[src/rtl/ps2_scan_rx_if.sv]
// PS/2 receiver bus: raw PS/2 lines in, scancode strobe/code and status out.
interface ps2_scan_rx_if;
   logic       ps2_clk;
   logic       ps2_data;
   logic       strobe;
   logic [7:0] code;
   logic       frame_err;
   logic       busy;

   modport master (
      output ps2_clk, ps2_data,
      input  strobe, code, frame_err, busy
   );

   modport slave (
      input  ps2_clk, ps2_data,
      output strobe, code, frame_err, busy
   );
endinterface

[src/rtl/ps2_scan_rx.sv]
// PS/2 scancode receiver: synchronize, deglitch, frame decode with timeout.
// Define PS2_PARITY_CHECK_EN to reject frames that fail the odd-parity check.
module ps2_scan_rx #(
   parameter int unsigned FILTER_LEN     = 8,
   parameter int unsigned TIMEOUT_CYCLES = 3000
) (
   input  logic          clk,
   input  logic          reset,
   ps2_scan_rx_if.slave  bus
);
   localparam logic [1:0] IDLE   = 2'd0;
   localparam logic [1:0] DATA   = 2'd1;
   localparam logic [1:0] PARITY = 2'd2;
   localparam logic [1:0] STOP   = 2'd3;

   localparam int unsigned FW = $clog2(FILTER_LEN + 1);
   localparam int unsigned TW = $clog2(TIMEOUT_CYCLES + 1);
   localparam logic [FW-1:0] FLT_MAX = FW'(FILTER_LEN - 1);
   localparam logic [TW-1:0] TMO_MAX = TW'(TIMEOUT_CYCLES);

   // Bit 0 carries ps2_clk, bit 1 carries ps2_data.
   logic [1:0]         s1_q, s2_q, filt_q, filt_d;
   logic [1:0][FW-1:0] fcnt_q, fcnt_d;
   logic               fclk_d1_q;
   logic               fall, sdata;

   logic [1:0]    state_q, state_d;
   logic [2:0]    bitcnt_q, bitcnt_d;
   logic [7:0]    shift_q, shift_d;
   logic          par_ok_q, par_ok_d;
   logic [TW-1:0] tmo_q, tmo_d;
   logic [7:0]    code_q, code_d;
   logic          strobe_q, strobe_d;
   logic          ferr_q, ferr_d;

   always_comb begin
      for (int unsigned i = 0; i < 2; i++) begin
         filt_d[i] = filt_q[i];
         fcnt_d[i] = '0;
         if (s2_q[i] != filt_q[i]) begin
            if (fcnt_q[i] == FLT_MAX) filt_d[i] = s2_q[i];
            else                      fcnt_d[i] = fcnt_q[i] + 1'b1;
         end
      end
   end

   assign fall  = fclk_d1_q & ~filt_q[0];
   assign sdata = filt_q[1];

   always_comb begin
      state_d  = state_q;
      bitcnt_d = bitcnt_q;
      shift_d  = shift_q;
      par_ok_d = par_ok_q;
      code_d   = code_q;
      strobe_d = 1'b0;
      ferr_d   = 1'b0;

      if (state_q == IDLE || fall) tmo_d = '0;
      else if (tmo_q != TMO_MAX)   tmo_d = tmo_q + 1'b1;
      else                         tmo_d = tmo_q;

      case (state_q)
         IDLE: if (fall && !sdata) begin
            state_d  = DATA;
            bitcnt_d = '0;
            shift_d  = '0;
         end
         DATA: if (fall) begin
            shift_d  = {sdata, shift_q[7:1]};
            bitcnt_d = bitcnt_q + 1'b1;
            if (bitcnt_q == 3'd7) state_d = PARITY;
         end
         PARITY: if (fall) begin
`ifdef PS2_PARITY_CHECK_EN
            par_ok_d = ^{shift_q, sdata};
`else
            par_ok_d = 1'b1;
`endif
            state_d  = STOP;
         end
         default: if (fall) begin
            state_d = IDLE;
            if (sdata && par_ok_q) begin
               strobe_d = 1'b1;
               code_d   = shift_q;
            end else begin
               ferr_d = 1'b1;
            end
         end
      endcase

      // A falling edge in the timeout cycle wins; the edge is processed above.
      if (state_q != IDLE && !fall && tmo_q == TMO_MAX) begin
         state_d = IDLE;
         shift_d = '0;
         ferr_d  = 1'b1;
      end
   end

   always_ff @(posedge clk or negedge reset) begin
      if (!reset) begin
         s1_q      <= '1;
         s2_q      <= '1;
         filt_q    <= '1;
         fcnt_q    <= '0;
         fclk_d1_q <= 1'b1;
         state_q   <= IDLE;
         bitcnt_q  <= '0;
         shift_q   <= '0;
         par_ok_q  <= 1'b0;
         tmo_q     <= '0;
         code_q    <= '0;
         strobe_q  <= 1'b0;
         ferr_q    <= 1'b0;
      end else begin
         s1_q      <= {bus.ps2_data, bus.ps2_clk};
         s2_q      <= s1_q;
         filt_q    <= filt_d;
         fcnt_q    <= fcnt_d;
         fclk_d1_q <= filt_q[0];
         state_q   <= state_d;
         bitcnt_q  <= bitcnt_d;
         shift_q   <= shift_d;
         par_ok_q  <= par_ok_d;
         tmo_q     <= tmo_d;
         code_q    <= code_d;
         strobe_q  <= strobe_d;
         ferr_q    <= ferr_d;
      end
   end

   assign bus.strobe    = strobe_q;
   assign bus.code      = code_q;
   assign bus.frame_err = ferr_q;
   assign bus.busy      = (state_q != IDLE);
endmodule

[src/flat_wrapper.sv]
// flat-port wrapper written by rule: the top's interface ports become plain ports
module ps2_scan_rx_flat 
#(
   parameter int unsigned FILTER_LEN     = 8,
   parameter int unsigned TIMEOUT_CYCLES = 3000
)
  (clk, reset, bus_ps2_clk, bus_ps2_data, bus_strobe, bus_code, bus_frame_err, bus_busy);
  ps2_scan_rx_if bus_i ();
  input  logic clk;
  input  logic reset;
  input wire logic [$bits(bus_i.ps2_clk)-1:0] bus_ps2_clk;
  input wire logic [$bits(bus_i.ps2_data)-1:0] bus_ps2_data;
  output wire logic [$bits(bus_i.strobe)-1:0] bus_strobe;
  output wire logic [$bits(bus_i.code)-1:0] bus_code;
  output wire logic [$bits(bus_i.frame_err)-1:0] bus_frame_err;
  output wire logic [$bits(bus_i.busy)-1:0] bus_busy;
  assign bus_i.ps2_clk = bus_ps2_clk;
  assign bus_i.ps2_data = bus_ps2_data;
  assign bus_strobe = bus_i.strobe;
  assign bus_code = bus_i.code;
  assign bus_frame_err = bus_i.frame_err;
  assign bus_busy = bus_i.busy;
  ps2_scan_rx #(.FILTER_LEN(FILTER_LEN), .TIMEOUT_CYCLES(TIMEOUT_CYCLES)) u_core (.clk(clk), .reset(reset), .bus(bus_i));
endmodule
[config.mk]
export PLATFORM = sky130hd
export DESIGN_NAME = ps2_scan_rx_flat
export DESIGN_NICKNAME = d
export VERILOG_FILES = /design/src/rtl/ps2_scan_rx_if.sv /design/src/rtl/ps2_scan_rx.sv /design/src/flat_wrapper.sv
export SDC_FILE = /design/constraint.sdc
export NUM_CORES = 1
export LEC_CHECK = 0
export ABC_AREA = 1
export BUFFER_PORTS_ARGS = -buffer_cell sky130_fd_sc_hd__buf_2
export CORE_MARGIN = 8
export CORE_UTILIZATION = 45
export CTS_CLUSTER_SIZE = 30
export DETAILED_ROUTE_END_ITERATION = 8
export GPL_TIMING_DRIVEN = 0
export SYNTH_ARGS = -nofsm -noshare
export SYNTH_HDL_FRONTEND = slang
export SYNTH_SLANG_ARGS = --single-unit
export TNS_END_PERCENT = 10
[constraint.sdc]
create_clock -name clk -period 1.5 [get_ports clk]
set_input_delay 0.075 -clock clk [delete_from_list [all_inputs] [get_ports clk]]
set_output_delay 0.075 -clock clk [all_outputs]
set_load 0.01 [all_outputs]
==> metrics.md <==
| Metric | Value |
|---|---|
| Startpoint types | flip-flop |
| Syn nets | 268 |
| Post-synth top flop | dfrtp_1 |
| Share of flip-flops with an asynchronous set or reset | 1.00 |
| Chip Height | roughly 89 µm |
| Io pins | 15 |
| Overall routing resource usage | 0.121 |
| Min-delay worst type | in2async |
| Core area | roughly 5000 µm² |
| Vias in the first global route | 1713 |
| DIE WIDTH | between 80 and 90 µm |
| WP data arrival | roughly 1.6 ns |
| Number of synthesis warnings | 0 |
| Initial Util | 0.466 |
| Detailed Place HPWL | between 2000 and 3000 µm |
| Syn Std Cell Area | 2400 µm² |
| Ant. Diodes | 0 |
| Unrepaired setup endpoints after global routing | yes |
| DRT Pass-1 Iters | 4 |
| Die ar. | 7920 µm² |
| EDFF count, synth | 0 |
| Class of the most critical setup path | reg2reg |
| Synth-to-layout area growth | 16.5% |
| Library cells used by synthesis | 28 |
| DRT iter0 DRCs | 37 |
| DRC violations left | 0 |
| Largest net degree at the start of global routing | between 50 and 60 |
| CTS Buffer Depth | 2 |
| CTS tree | done |
| Commonest non-fill, non-tap cells in the layout | dfrtp_1, nor2_1, nand2_1 |
| Setup Viol. Count Final | 0 |
| Post-Syn Instances | 254 |
| Vias | ~1700 |
| Hold_ws | -0.0124 ns |
| IO Port Bufs | 14 |
| Commonest non-fill, non-tap cell in the layout | dfrtp_1 |
| Initial antenna violation count | 0 |
| Final wirelength | 4240 µm |
| Power, Total | 4.06 mW |
| Outcome | finished, violations left |
| Crit. End Element | flip-flop |
| # rows | 26 |
| Flops & latches, synth | 51 |
| Share of cells above drive strength 1 | 0.251 |
| Pins over their slew limit | 0 |
| Crit share post-route | 0.966 |
| Leakage | between 1 and 1.5 nW |
| First-pass GRT wire length | ~7500 µm |
| Clock sinks | 51 |
| Setup TNS | 0 ns |
| H-tree levels | 2 |
| Antenna-violating nets left | 0 |
| Register Area | 1280 µm² |
| PD cells | approximately 1500 nW/µm² |
| # fillers | 513 |
| Clock Latency Late Sink | 0.30 ns |
| Root buffer cell | clkbuf_8 |
| Multi-input logic area | 996 µm² |
| Max VDD drop | between 1 and 1.5 mV |
| Total CTS buffers | 5 |
| Slew @ Worst Pin | ~1.1 ns |
| Worst Path Max Fanout | 10 |
| DR vias/cell | 4.90 |
| Headroom to the max-slew limit | 0.258 |
| Clock transition at the registers of the reported paths | 0.09 ns |
| Worst Path Required | 1.68 ns |
| Avg WL per Cell | 11.9 µm |
| Final hold violations | 31 |
| Max frequency | 0.690 GHz |
| Max Cap Violations | 0 |
| Gr ovfl total | 0 |
| Sequential fraction of the synthesis area | 0.536 |
| # nets final | 300 |
| Mean post-synth cell area | 9.44 µm² |
| Post-layout minimum cycle time | roughly 1.4 ns |
| Failing checks | hold timing |
| RD Place Congestion | 0.779 |
| Clock Skew | around 0.0063 ns |
==> state kept, by name, indices dropped and copies added (netlist names), 2 cells and up <==
name,count
u_core.tmo_q,12
u_core.shift_q,8
u_core.bus.code,8
u_core.s2_q,2
u_core.state_q,2
u_core.fcnt_q,8
u_core.bitcnt_q,3
u_core.s1_q,2
u_core.filt_q,2
==> cells by family (layout without fill, tap and decap cells) <==
| logic type | count (synthesis) | in the layout | share of synthesized area |
|---|---|---|---|
| compound gates | 37 | 37 | 0.102 |
| xor+xnor | 8 | 8 | 0.0292 |
| simple gates | 109 | 109 | 0.208 |
| mux | 1 | 1 | 0.00470 |
| fa+ha+maj | 10 | 10 | 0.0522 |
| buf+inv | 38 | 71 | 0.0673 |
| flops | 51 | 51 | 0.536 |
==> power by group <==
group | switching [mW] | internal [mW]
clock | 0.428 | 0.499
sequential | 0.190 | 1.62
combinational | 0.793 | 0.524
total | 1.41 | 2.64
==> final timing paths <==
| check | startpoint | end | slack, ns | cells after the start |
|---|---|---|---|---|
| worst max register to register | u_core.tmo_q[1] | u_core.shift_q[7] | 0.05 | 8 |
| max in group asynchronous | reset | u_core.bus.code[7] | 0.83 | 1 |
| min in group clk | u_core.s1_q[1] | u_core.s2_q[1] | 0.36 | 0 |
| worst max-delay path | u_core.tmo_q[1] | u_core.shift_q[7] | 0.05 | 8 |
| worst min-delay path | reset | u_core.tmo_q[8] | -0.01 | 1 |
| worst min register to register | u_core.s1_q[1] | u_core.s2_q[1] | 0.36 | 0 |
==> cells in the mapped netlist, types with 2 or more instances <==
| cell | n | area, µm² |
|---|---|---|
| a21oi_4 | 2 | 32.5 |
| o21ai_2 | 7 | 61.3 |
| buf_6 | 2 | 22.5 |
| dfstp_2 | 7 | 184 |
| nand4_1 | 10 | 62.6 |
| nand2_1 | 34 | 128 |
| a21oi_1 | 14 | 70.1 |
| xnor2_1 | 4 | 35.0 |
| nor3_1 | 3 | 15.0 |
| inv_2 | 2 | 7.51 |
| o21ai_0 | 11 | 55.1 |
| inv_1 | 32 | 120 |
| xor2_1 | 4 | 35.0 |
| nor2_1 | 37 | 139 |
| ha_1 | 10 | 125 |
| dfrtp_1 | 44 | 1100 |
| nand3b_1 | 2 | 15.0 |
| a21oi_2 | 2 | 17.5 |
| nand3_1 | 18 | 90.1 |
==> area by class of cell <==
class,instances,share of cell area
flip-flops and latches,51,0.460
clock buffers,7,0.0273
well taps,70,0.0313
repair buffers,25,0.0564
clock inverters,1,0.0107
plain buffers,4,0.0121
inverters,34,0.0457
multi-input cells,165,0.356
==> metrics by stage <==
stage	utilization	worst slack, ns	std cells	hold WS [ns]	cell area, µm²
6_report	0.544	0.0517	357	-0.0124	2790
5_1_grt	0.544	-0.0613	357	0.0840	2790
3_5_place_dp	0.497	-0.160	338	0.181	2550
4_1_cts	0.534	0.00284	355	0.0240	2750
3_3_place_gp	0.497	-0.152	338	0.180	2550
2_1_floorplan	-	0.0503	254	-0.221	2400
==> routing by layer <==
layer,vias up,share of wire,GRT usage
met5,-,0,0
met1,824,0.48,0.156
met3,6,0.046,0.0322
met4,0,0.014,0.0408
met2,30,0.46,0.193
li1,889,-,-
==> critical path, stage by stage (launching register included) <==
cell and delay [ns]:
dfrtp_1 0.42, inv_1 0.07, ha_1 0.16, nand3_1 0.10
nor2_2 0.15, nand3_2 0.11, buf_6 0.17, nand3_1 0.07
o21ai_0 0.08
==> timing repair <==
item	4_1_cts	5_1_grt
buffers inserted	7	2
pin swaps	2	2
hold buffers	2	0
hold endpoints to repair	2	0
resized for setup	3	12
setup endpoints to repair	17	16
Note: power is estimated with default switching activity, not from simulation.
